`config.mk`:
```
export PLATFORM = sky130hd
export DESIGN_NAME = des_core_arbiter_flat
export DESIGN_NICKNAME = d
export VERILOG_FILES = /design/src/rtl/des_pkg.sv /design/src/rtl/des_core_arbiter_if.sv /design/src/rtl/des_rr_pick.sv /design/src/rtl/des_core_arbiter.sv /design/src/flat_wrapper.sv
export SDC_FILE = /design/constraint.sdc
export NUM_CORES = 1
export LEC_CHECK = 0
export CORE_AREA = 2 2 312 314
export DETAILED_ROUTE_END_ITERATION = 8
export DIE_AREA = 0 0 314 316
export GPL_TIMING_DRIVEN = 0
export PLACE_DENSITY = 0.48
export REMOVE_ABC_BUFFERS = 1
export SLEW_MARGIN = 20
export SYNTH_ARGS = -nofsm -noshare
export SYNTH_HDL_FRONTEND = slang
export SYNTH_SLANG_ARGS = --single-unit
```
`constraint.sdc`:
```
create_clock -name clk -period 8.8 [get_ports clk]
set_input_delay 2.64 -clock clk [delete_from_list [all_inputs] [get_ports clk]]
set_output_delay 2.64 -clock clk [all_outputs]
set_load 0.02 [all_outputs]
```
`src/rtl/des_pkg.sv`:
```
// Shared types and widths for the DES core arbiter slice.
package des_pkg;

   localparam int DES_BLK_W       = 64;
   localparam int DES_KEY_W       = 64;
   localparam int DES_TIMEOUT_DEF = 255;

   typedef enum logic [1:0] {
      IDLE,
      LAUNCH,
      WAIT,
      RESP
   } arb_state_t;

endpackage

```
`src/rtl/des_core_arbiter_if.sv`:
```
// Requester/core bundle for des_core_arbiter.
// slave = arbiter side, master = requesters plus core.
interface des_core_arbiter_if #(
   parameter int N_REQ = 4
);
   import des_pkg::*;

   localparam int OW = (N_REQ > 1) ? $clog2(N_REQ) : 1;

   logic [N_REQ-1:0]           req_valid;
   logic [N_REQ-1:0]           req_ready;
   logic [N_REQ*DES_BLK_W-1:0] req_data;
   logic [N_REQ*DES_KEY_W-1:0] req_key;
   logic [N_REQ-1:0]           req_decrypt;
   logic [N_REQ-1:0]           rsp_valid;
   logic [N_REQ-1:0]           rsp_ready;
   logic [DES_BLK_W-1:0]       rsp_data;
   logic                       rsp_err;
   logic                       core_start;
   logic [DES_BLK_W-1:0]       core_data;
   logic [DES_KEY_W-1:0]       core_key;
   logic                       core_decrypt;
   logic                       core_done;
   logic [DES_BLK_W-1:0]       core_result;
   logic                       core_abort;
   logic                       busy;
   logic [OW-1:0]              owner;

   modport slave (
      input  req_valid, req_data, req_key, req_decrypt,
      input  rsp_ready, core_done, core_result,
      output req_ready, rsp_valid, rsp_data, rsp_err,
      output core_start, core_data, core_key, core_decrypt,
      output core_abort, busy, owner
   );

   modport master (
      output req_valid, req_data, req_key, req_decrypt,
      output rsp_ready, core_done, core_result,
      input  req_ready, rsp_valid, rsp_data, rsp_err,
      input  core_start, core_data, core_key, core_decrypt,
      input  core_abort, busy, owner
   );

endinterface

```
`src/rtl/des_rr_pick.sv`:
```
// Combinational round-robin picker: first set req bit at or after rr_ptr.
module des_rr_pick #(
   parameter int N = 4,
   parameter int W = (N > 1) ? $clog2(N) : 1
) (
   input  logic [N-1:0] req,
   input  logic [W-1:0] rr_ptr,
   output logic [N-1:0] grant,
   output logic [W-1:0] idx,
   output logic         any
);

   logic [W:0] pos;

   // Descending scan so the smallest offset from rr_ptr is written last.
   always_comb begin
      grant = '0;
      idx   = '0;
      pos   = '0;
      any   = |req;
      for (int k = N - 1; k >= 0; k--) begin
         pos = {1'b0, rr_ptr} + (W+1)'(k);
         if (pos >= (W+1)'(N)) pos = pos - (W+1)'(N);
         if (req[pos[W-1:0]]) begin
            grant             = '0;
            grant[pos[W-1:0]] = 1'b1;
            idx               = pos[W-1:0];
         end
      end
   end

endmodule

```
`src/rtl/des_core_arbiter.sv`:
```
// Round-robin arbiter sharing one iterative DES core among N_REQ requesters.
// Optional WAIT watchdog enabled by defining DES_ARB_TIMEOUT_EN.
module des_core_arbiter
   import des_pkg::*;
#(
   parameter int N_REQ          = 4,
   parameter int TIMEOUT_CYCLES = DES_TIMEOUT_DEF
) (
   input logic                 clk,
   input logic                 reset,
   des_core_arbiter_if.slave   bus
);

   localparam int OW = (N_REQ > 1) ? $clog2(N_REQ) : 1;

   arb_state_t           state;
   arb_state_t           state_n;
   logic [N_REQ-1:0]     grant;
   logic [OW-1:0]        pick;
   logic                 any;
   logic [OW-1:0]        rr_ptr;
   logic [OW-1:0]        owner;
   logic [DES_BLK_W-1:0] core_data;
   logic [DES_KEY_W-1:0] core_key;
   logic                 core_decrypt;
   logic [DES_BLK_W-1:0] rsp_data;
   logic                 rsp_err;
   logic                 tmo;
   logic                 core_abort;
   logic                 accept;
   logic                 rsp_take;

   des_rr_pick #(
      .N (N_REQ),
      .W (OW)
   ) u_pick (
      .req    (bus.req_valid),
      .rr_ptr (rr_ptr),
      .grant  (grant),
      .idx    (pick),
      .any    (any)
   );

   assign accept   = (state == IDLE) && any;
   assign rsp_take = (state == RESP) && bus.rsp_ready[owner];

`ifdef DES_ARB_TIMEOUT_EN
   localparam logic [15:0] TO_LIM = 16'(TIMEOUT_CYCLES);

   logic [15:0] wait_cnt;

   // A done in the limit cycle wins over the watchdog.
   assign tmo = (state == WAIT) && !bus.core_done && (wait_cnt == TO_LIM);

   always_ff @(posedge clk) begin
      if (reset) begin
         wait_cnt   <= '0;
         core_abort <= 1'b0;
      end else begin
         core_abort <= tmo;
         if (state == LAUNCH) wait_cnt <= '0;
         else if (state == WAIT) wait_cnt <= wait_cnt + 16'd1;
      end
   end
`else
   localparam int unused_timeout = TIMEOUT_CYCLES;

   assign tmo        = 1'b0;
   assign core_abort = 1'b0;
`endif

   always_ff @(posedge clk) begin
      if (reset) state <= IDLE;
      else       state <= state_n;
   end

   always_comb begin
      state_n = state;
      unique case (state)
         IDLE:    if (any) state_n = LAUNCH;
         LAUNCH:  state_n = WAIT;
         WAIT:    if (bus.core_done || tmo) state_n = RESP;
         RESP:    if (bus.rsp_ready[owner]) state_n = IDLE;
         default: state_n = IDLE;
      endcase
   end

   always_comb begin
      bus.req_ready  = (state == IDLE) ? grant : '0;
      bus.rsp_valid  = '0;
      if (state == RESP) bus.rsp_valid[owner] = 1'b1;
      bus.core_start = (state == LAUNCH);
      bus.busy       = (state != IDLE);
   end

   always_ff @(posedge clk) begin
      if (reset) begin
         rr_ptr       <= '0;
         owner        <= '0;
         core_data    <= '0;
         core_key     <= '0;
         core_decrypt <= 1'b0;
         rsp_data     <= '0;
         rsp_err      <= 1'b0;
      end else begin
         if (accept) begin
            owner        <= pick;
            core_data    <= bus.req_data[pick*DES_BLK_W +: DES_BLK_W];
            core_key     <= bus.req_key[pick*DES_KEY_W +: DES_KEY_W];
            core_decrypt <= bus.req_decrypt[pick];
         end
         if (state == WAIT) begin
            if (bus.core_done) begin
               rsp_data <= bus.core_result;
               rsp_err  <= 1'b0;
            end else if (tmo) begin
               rsp_data <= '0;
               rsp_err  <= 1'b1;
            end
         end
         if (rsp_take)
            rr_ptr <= (owner == OW'(N_REQ - 1)) ? '0 : owner + 1'b1;
      end
   end

   assign bus.owner        = owner;
   assign bus.core_data    = core_data;
   assign bus.core_key     = core_key;
   assign bus.core_decrypt = core_decrypt;
   assign bus.rsp_data     = rsp_data;
   assign bus.rsp_err      = rsp_err;
   assign bus.core_abort   = core_abort;

endmodule

```
`src/flat_wrapper.sv`:
```
// flat-port wrapper written by rule: the top's interface ports become plain ports
module des_core_arbiter_flat import des_pkg::*;
#(
   parameter int N_REQ          = 4,
   parameter int TIMEOUT_CYCLES = DES_TIMEOUT_DEF
)
  (clk, reset, bus_req_valid, bus_req_data, bus_req_key, bus_req_decrypt, bus_rsp_ready, bus_core_done, bus_core_result, bus_req_ready, bus_rsp_valid, bus_rsp_data, bus_rsp_err, bus_core_start, bus_core_data, bus_core_key, bus_core_decrypt, bus_core_abort, bus_busy, bus_owner);
  des_core_arbiter_if #(.N_REQ(N_REQ)) bus_i ();
  input logic clk;
  input logic reset;
  input wire logic [$bits(bus_i.req_valid)-1:0] bus_req_valid;
  input wire logic [$bits(bus_i.req_data)-1:0] bus_req_data;
  input wire logic [$bits(bus_i.req_key)-1:0] bus_req_key;
  input wire logic [$bits(bus_i.req_decrypt)-1:0] bus_req_decrypt;
  input wire logic [$bits(bus_i.rsp_ready)-1:0] bus_rsp_ready;
  input wire logic [$bits(bus_i.core_done)-1:0] bus_core_done;
  input wire logic [$bits(bus_i.core_result)-1:0] bus_core_result;
  output wire logic [$bits(bus_i.req_ready)-1:0] bus_req_ready;
  output wire logic [$bits(bus_i.rsp_valid)-1:0] bus_rsp_valid;
  output wire logic [$bits(bus_i.rsp_data)-1:0] bus_rsp_data;
  output wire logic [$bits(bus_i.rsp_err)-1:0] bus_rsp_err;
  output wire logic [$bits(bus_i.core_start)-1:0] bus_core_start;
  output wire logic [$bits(bus_i.core_data)-1:0] bus_core_data;
  output wire logic [$bits(bus_i.core_key)-1:0] bus_core_key;
  output wire logic [$bits(bus_i.core_decrypt)-1:0] bus_core_decrypt;
  output wire logic [$bits(bus_i.core_abort)-1:0] bus_core_abort;
  output wire logic [$bits(bus_i.busy)-1:0] bus_busy;
  output wire logic [$bits(bus_i.owner)-1:0] bus_owner;
  assign bus_i.req_valid = bus_req_valid;
  assign bus_i.req_data = bus_req_data;
  assign bus_i.req_key = bus_req_key;
  assign bus_i.req_decrypt = bus_req_decrypt;
  assign bus_i.rsp_ready = bus_rsp_ready;
  assign bus_i.core_done = bus_core_done;
  assign bus_i.core_result = bus_core_result;
  assign bus_req_ready = bus_i.req_ready;
  assign bus_rsp_valid = bus_i.rsp_valid;
  assign bus_rsp_data = bus_i.rsp_data;
  assign bus_rsp_err = bus_i.rsp_err;
  assign bus_core_start = bus_i.core_start;
  assign bus_core_data = bus_i.core_data;
  assign bus_core_key = bus_i.core_key;
  assign bus_core_decrypt = bus_i.core_decrypt;
  assign bus_core_abort = bus_i.core_abort;
  assign bus_busy = bus_i.busy;
  assign bus_owner = bus_i.owner;
  des_core_arbiter #(.N_REQ(N_REQ), .TIMEOUT_CYCLES(TIMEOUT_CYCLES)) u_core (.clk(clk), .reset(reset), .bus(bus_i));
endmodule
```
# [Yosys cells after proc, flatten, opt, wreduce, memory -nomap -nowiden]
# Index checks and enable logic that the tools add are counted.
[totals] register_bits=199 inputBits=591 wordCells=92
[classes] n_addsub=8 magnitude_cmp=15 n_eq_ne=7 n_shift=2 n_mux=41 reduce_logical=12
[ops] operator="256-bit by 9-bit variable part select with 64-bit output" n=2
[ops] operator="2-bit 2-to-1 mux" n=12
[ops] operator="4-bit 2-to-1 mux" n=6
[ops] operator="2-bit by 3-bit less-than comparator with 1-bit output, second input constant" n=6
[ops] operator="1-bit binary-select mux with 2-bit select" n=6
[ops] operator="1-bit 2-to-1 mux" n=11
[ops] operator="1-bit demux with 2-bit select" n=5
[ops] operator="2-bit by 1-bit >= comparator with 1-bit output, second input constant" n=5
[ops] operator="3-bit >= comparator, second input constant" n=3
[ops] operator="2-bit case mux with 4 select lines" n=1
[ops] operator="2-bit by 1-bit subtractor with 2-bit output, second input constant" n=4
[ops] operator="1-bit logical AND" n=7
[ops] operator="2-bit by 2-bit adder with 3-bit output, second input constant" n=2
[ops] operator="2-bit == test, second input constant" n=3
[ops] operator="2-bit by 1-bit != test with 1-bit output, second input constant" n=2
[ops] operator="4-bit OR reduction" n=1
[ops] operator="2-bit by 1-bit adder with 3-bit output, second input constant" n=1
[ops] operator="2-bit by 3-bit >= comparator with 1-bit output, second input constant" n=1
[ops] operator="3-bit AND reduction" n=1
[ops] operator="2-bit by 1-bit adder with 2-bit output, second input constant" n=1
[ops] operator="2-bit by 1-bit == test with 1-bit output, second input constant" n=1
[ops] operator="2-bit zero test" n=1
[ops] operator="2-bit != test, second input constant" n=1
[ops] operator="2-bit AND reduction" n=1
[ops] operator="2-bit nonzero test" n=1

# [Depth between registers and ports, before layout]
[logic_depth] word_depth=12 depth_mapped=15

# [By module]
# Synthesis repeated with hierarchy kept, for this count alone.
[hier_totals] hier_cells=1118 area_unflattened_um2=10685.2
[by_module_without_submodules] module="des_core_arbiter" instances=1 cells_each=1056 area_each_um2=10187.3 seq_area_each_um2=3983.8
[by_module_without_submodules] module="des_rr_pick" instances=1 cells_each=62 area_each_um2=498.0 seq_area_each_um2=0.0

# [Worst setup path after synthesis]
# OpenSTA, ideal clock, no wires.
[synth_path] path_kind="input to output" start="in bus_req_valid[3]" end="out bus_req_ready[0]" arrival_time_ns=4.263 required_time_ns=6.160 setup_slack_ns=1.897 stages=6 cell_sequence="mux2_2 -> mux2i_4 -> clkbuf_1 -> clkbuf_1 -> nand3_1 -> a21oi_1"
[synth_via] elab_chain_len=7 elab_cells_between_ends=13 cone_classes="mux (13)"
[synth_lines] element="from (decl)" line="flat_wrapper.sv:11" text="input wire logic [$bits(bus_i.req_valid)-1:0] bus_req_valid;"
[synth_lines] element="1-bit binary-select mux with 2-bit select" line="des_rr_pick.sv:24" text="if (req[pos[W-1:0]]) begin"
[synth_lines] element="1-bit 2-to-1 mux (implied by the code)" line="des_rr_pick.sv:24"
[synth_lines] element="4-bit 2-to-1 mux (3 in a row)" line="des_rr_pick.sv:24"
[synth_lines] element="4-bit 2-to-1 mux (*)" line="des_rr_pick.sv:24"
[synth_lines] element="4-bit 2-to-1 mux (*)" line="des_core_arbiter.sv:89" text="bus.req_ready = (state == IDLE) ? grant : '0;"
[synth_lines] element="to (decl)" line="flat_wrapper.sv:18" text="output wire logic [$bits(bus_i.req_ready)-1:0] bus_req_ready;"
# Every way passes the cells marked *; elsewhere a longest branch is shown, timed or not. The select of a mux whose other input is x is not followed.

# [Final worst setup path]
[layout_path] start="in bus_req_valid[1]" end="out bus_req_ready[0]"
# The elaborated chain is that of the path after synthesis.

==> summary.txt <==
STA
  • Final setup vio count: 0
  • Relative slew slack: between 40% and 50%
  • FMAX: 122.0 MHz
  • Setup tns final: 0 ns
  • Pins Over Slew Limit: 0
  • RSZ-0062 raised after global routing: no
  • Clock Skews: 0.01817 ns
  • Fin. Hold Viols: 0
  • Tmin final: a little over 8 ns
  • Final Cycle Share: 93.16%
  • Worst Tran Pin Value: 0.8813 ns

Route
  • DR WL/cell: 22.41 microns
  • ANT nets after route: 0
  • Drt pass-1 iters: 6
  • 1st-iter DRT viols: 1121
  • Vias per cell: 4.571
  • Drt drc: 0
  • Vias: 17490
  • Detailed-route wire length: between 80 and 90 mm

Pwr
  • Pwr Density: 222.5 nW/um^2
  • Leakage: 0.008417 uW
  • Maximum VDD drop: 0.1472 mV

Die
  • Initial Utilization: between 10% and 20%
  • Top Ports: 798
  • Height of the die: 316 microns
  • Die area: 99220 sq um
  • Rows: 114
  • Placeable core area: ~96000 sq um
  • Chip Width: approximately 310 microns

Synth
  • Post-Syn Area: around 14000 sq um
  • Synth Register Bits: 199
  • Post-synth EDFFs: 0
  • Yosys warning count: 0
  • Post-synth top area cell: dfxtp_1
  • Fraction of registers with async set/reset: 0%
  • Most frequently used flop master after synthesis: dfxtp_1
  • Synth top area share: approximately 29%
  • Synth Area per Inst: about 7.4 sq um
  • Cells after Synth: 1861
  • Synth area leaders: dfxtp_1 29%, nand2_1 8.5%, a31o_2 6.4%
  • Yosys cell types: 52
  • Seq/Total Area, Yosys: 28.81%

Setup path
  • Reg-to-Reg Start: u_core.rr_ptr[0]$_SDFFE_PP0P_
  • WP depth: 7
  • CP max stage delay: around 0.73 ns
  • Setup crit start: bus_req_valid[1]
  • Cell Chain, Critical Path: clkdlybuf4s50_1 -> mux4_2 -> a211oi_1 -> a221o_1 -> nand3_1 -> a21oi_1 -> clkdlybuf4s50_1
  • CP Launch Type: input pin
  • Crit Path Max Fanout: 9
  • Reg2Reg Depth: 12
  • Worst EP arrival: 5.56 ns
  • CP most frequent cell: clkdlybuf4s50_1
  • Crit path max-delay family: buffers and inverters
  • Kind of end point of the critical path: primary output
  • Crit Path Class: input pin to primary output
  • R2r setup slk: 3.09 ns
  • Reg2reg end: u_core.bus.core_key[9]$_SDFFE_PP0P_
  • CP bufs+invs: 2
  • CP required: 6.16 ns
  • Worst Setup EP: bus_req_ready[0]
  • Slowest cell on crit path: clkdlybuf4s50_1

Status
  • Outcome: complete, no violations

Clocking
  • Clock root cell: clkbuf_16
  • Postcts setup bufs: 0
  • CTS buffer count: 17
  • H-tree depth: 4
  • CTS Hold Bufs: 0
  • Worst skew pair latency: 0.53 ns
  • CTS tree: yes
  • Clock tree sinks: 199
  • CTS resizes: 0
  • Worst-path clk slew: 0.08 ns
  • Bufs on Longest Clock Path: 2

GRT
  • Met2 usage: 27.79%
  • Grt ovf: 0
  • Grt met1 use: 19.64%
  • Global route hottest layer: met2
  • Overall Global Routing Usage: 16.48%
  • First-pass GRT wire length: approximately 120 mm
  • Pin count of the biggest net entering global routing: 96
  • Vias in the first global route: approximately 17000
  • Initial antenna violation count: 22
  • Met3 Use GR: 5.549%

Place
  • Area post-placement: 23890 sq um
  • Port buffer count: 795
  • Gpl congestion: 0.8050
  • Hpwl dp: between 60 and 70 mm
  • Placed cells: around 3800

Layout
  • Non-Filler Instances: 3825
  • Area Overhead vs Synth: 77.32%
  • Commonest non-fill, non-tap cell in the layout: clkdlybuf4s50_1
  • Most frequent cells in the layout: 794 x clkdlybuf4s50_1, 310 x nand2_1, 198 x dfxtp_1, 158 x nor2_1, 124 x a21oi_1
  • Share of cells above drive strength 1: 8.733%
  • Post-route cell area: 24520 sq um
  • Final nets: 3137
  • Final core occ: 25.55%

Worst hold path
  • Hold Path Class: register to register

Job
  • Max-Cap Viols: 0
-- worst min path at each step --
| stage | depth (start not counted) | slack (ns) | endpoint | startpoint |
|---|---|---|---|---|
| after floorplan | 2 | 0.52 | u_core.state[1]$_SDFFE_PP0P_ | u_core.state[1]$_SDFFE_PP0P_ |
| after global placement | 2 | 0.44 | u_core.bus.rsp_data[35]$_SDFFE_PP0P_ | u_core.bus.rsp_data[35]$_SDFFE_PP0P_ |
| after detailed placement | 2 | 0.45 | u_core.bus.rsp_data[21]$_SDFFE_PP0P_ | u_core.bus.rsp_data[21]$_SDFFE_PP0P_ |
| after CTS | 2 | 0.46 | u_core.bus.rsp_data[39]$_SDFFE_PP0P_ | u_core.bus.rsp_data[39]$_SDFFE_PP0P_ |
| after global routing | 2 | 0.48 | u_core.bus.rsp_data[50]$_SDFFE_PP0P_ | u_core.bus.rsp_data[50]$_SDFFE_PP0P_ |
| final | 2 | 0.46 | u_core.bus.rsp_data[39]$_SDFFE_PP0P_ | u_core.bus.rsp_data[39]$_SDFFE_PP0P_ |
-- state kept, by name (all words and copies together), names as in the netlist --
register	flops
u_core.rr_ptr	2
u_core.bus.core_decrypt	1
u_core.bus.core_key	64
u_core.bus.rsp_data	64
u_core.bus.owner	2
u_core.bus.core_data	64
u_core.state	2
-- metal layers --
layer  routed length (microns)  up-vias
li1                          -     8275
met1                     35020     8393
met2                     41440      714
met3                      7331       91
met4                      1869       12
met5                        71        -
-- cell usage after synthesis (2+ instances only) --
cell type,count
mux2i_1,62
o21ai_2,3
dfxtp_1,199
a221o_1,4
a211oi_1,66
nor3_1,60
ha_1,17
buf_4,6
nand2b_1,5
buf_2,34
a21oi_1,124
and3_1,60
mux2_1,13
o211ai_1,111
a32o_1,18
o21ai_0,112
and2_1,6
nand3_1,40
inv_1,9
a31oi_1,18
or4_1,51
a211o_1,19
mux2_2,8
buf_6,15
nand2_1,312
mux4_2,3
buf_1,13
a31o_2,101
nor2b_1,2
nor2_1,161
a221oi_1,59
clkbuf_1,130
-- worst min-delay path, cell delays in order (launching register included) --
cell	delay, ns
dfxtp_1	0.32
nand2_1	0.05
a21oi_1	0.05
-- through the flow --
step                      setup WS [ns]  power (uW)  hold slack [ns]
final                            0.6021        5456           0.4571
after global routing             0.3470        5790           0.4761
after CTS                        0.5812        5548           0.4595
after detailed placement         0.5898        4604           0.4468
after global placement           -13.78        4446           0.4425
after floorplan                  -2.189        2828           0.5175
-- power by group --
| group | switching (uW) | internal (uW) | total (uW) | leakage [uW] |
|---|---|---|---|---|
| Combinational | 1770 | 1430 | 3200 | 0.00648 |
| Clock | 512 | 392 | 904 | 0.000294 |
| Sequential | 170 | 1190 | 1360 | 0.00164 |
| Total | 2450 | 3010 | 5460 | 0.00842 |
-- cell type report --
type	instances	area [sq um]
clock buffer	18	429.2
sequential	199	3988
timing repair buffer	846	9236
clock inverter	14	188.9
fill	10540	71470
inverter	9	38.79
multi-input combinational	1456	9027
tap	1276	1597
antenna	7	17.52
-- cell families (layout without fill, tap and decap cells) --
| group | Yosys count | count (layout) | share of synthesized area [%] |
|---|---|---|---|
| simple gates | 706 | 706 | 23.09 |
| compound gates | 644 | 644 | 32.79 |
| buf+inv | 207 | 887 | 6.903 |
| flops | 199 | 199 | 28.81 |
| mux | 87 | 87 | 6.849 |
| fa+ha+maj | 17 | 17 | 1.538 |
| other cells | 1 | 9 | 0.02712 |
Note: power is estimated with default switching activity, not from simulation.
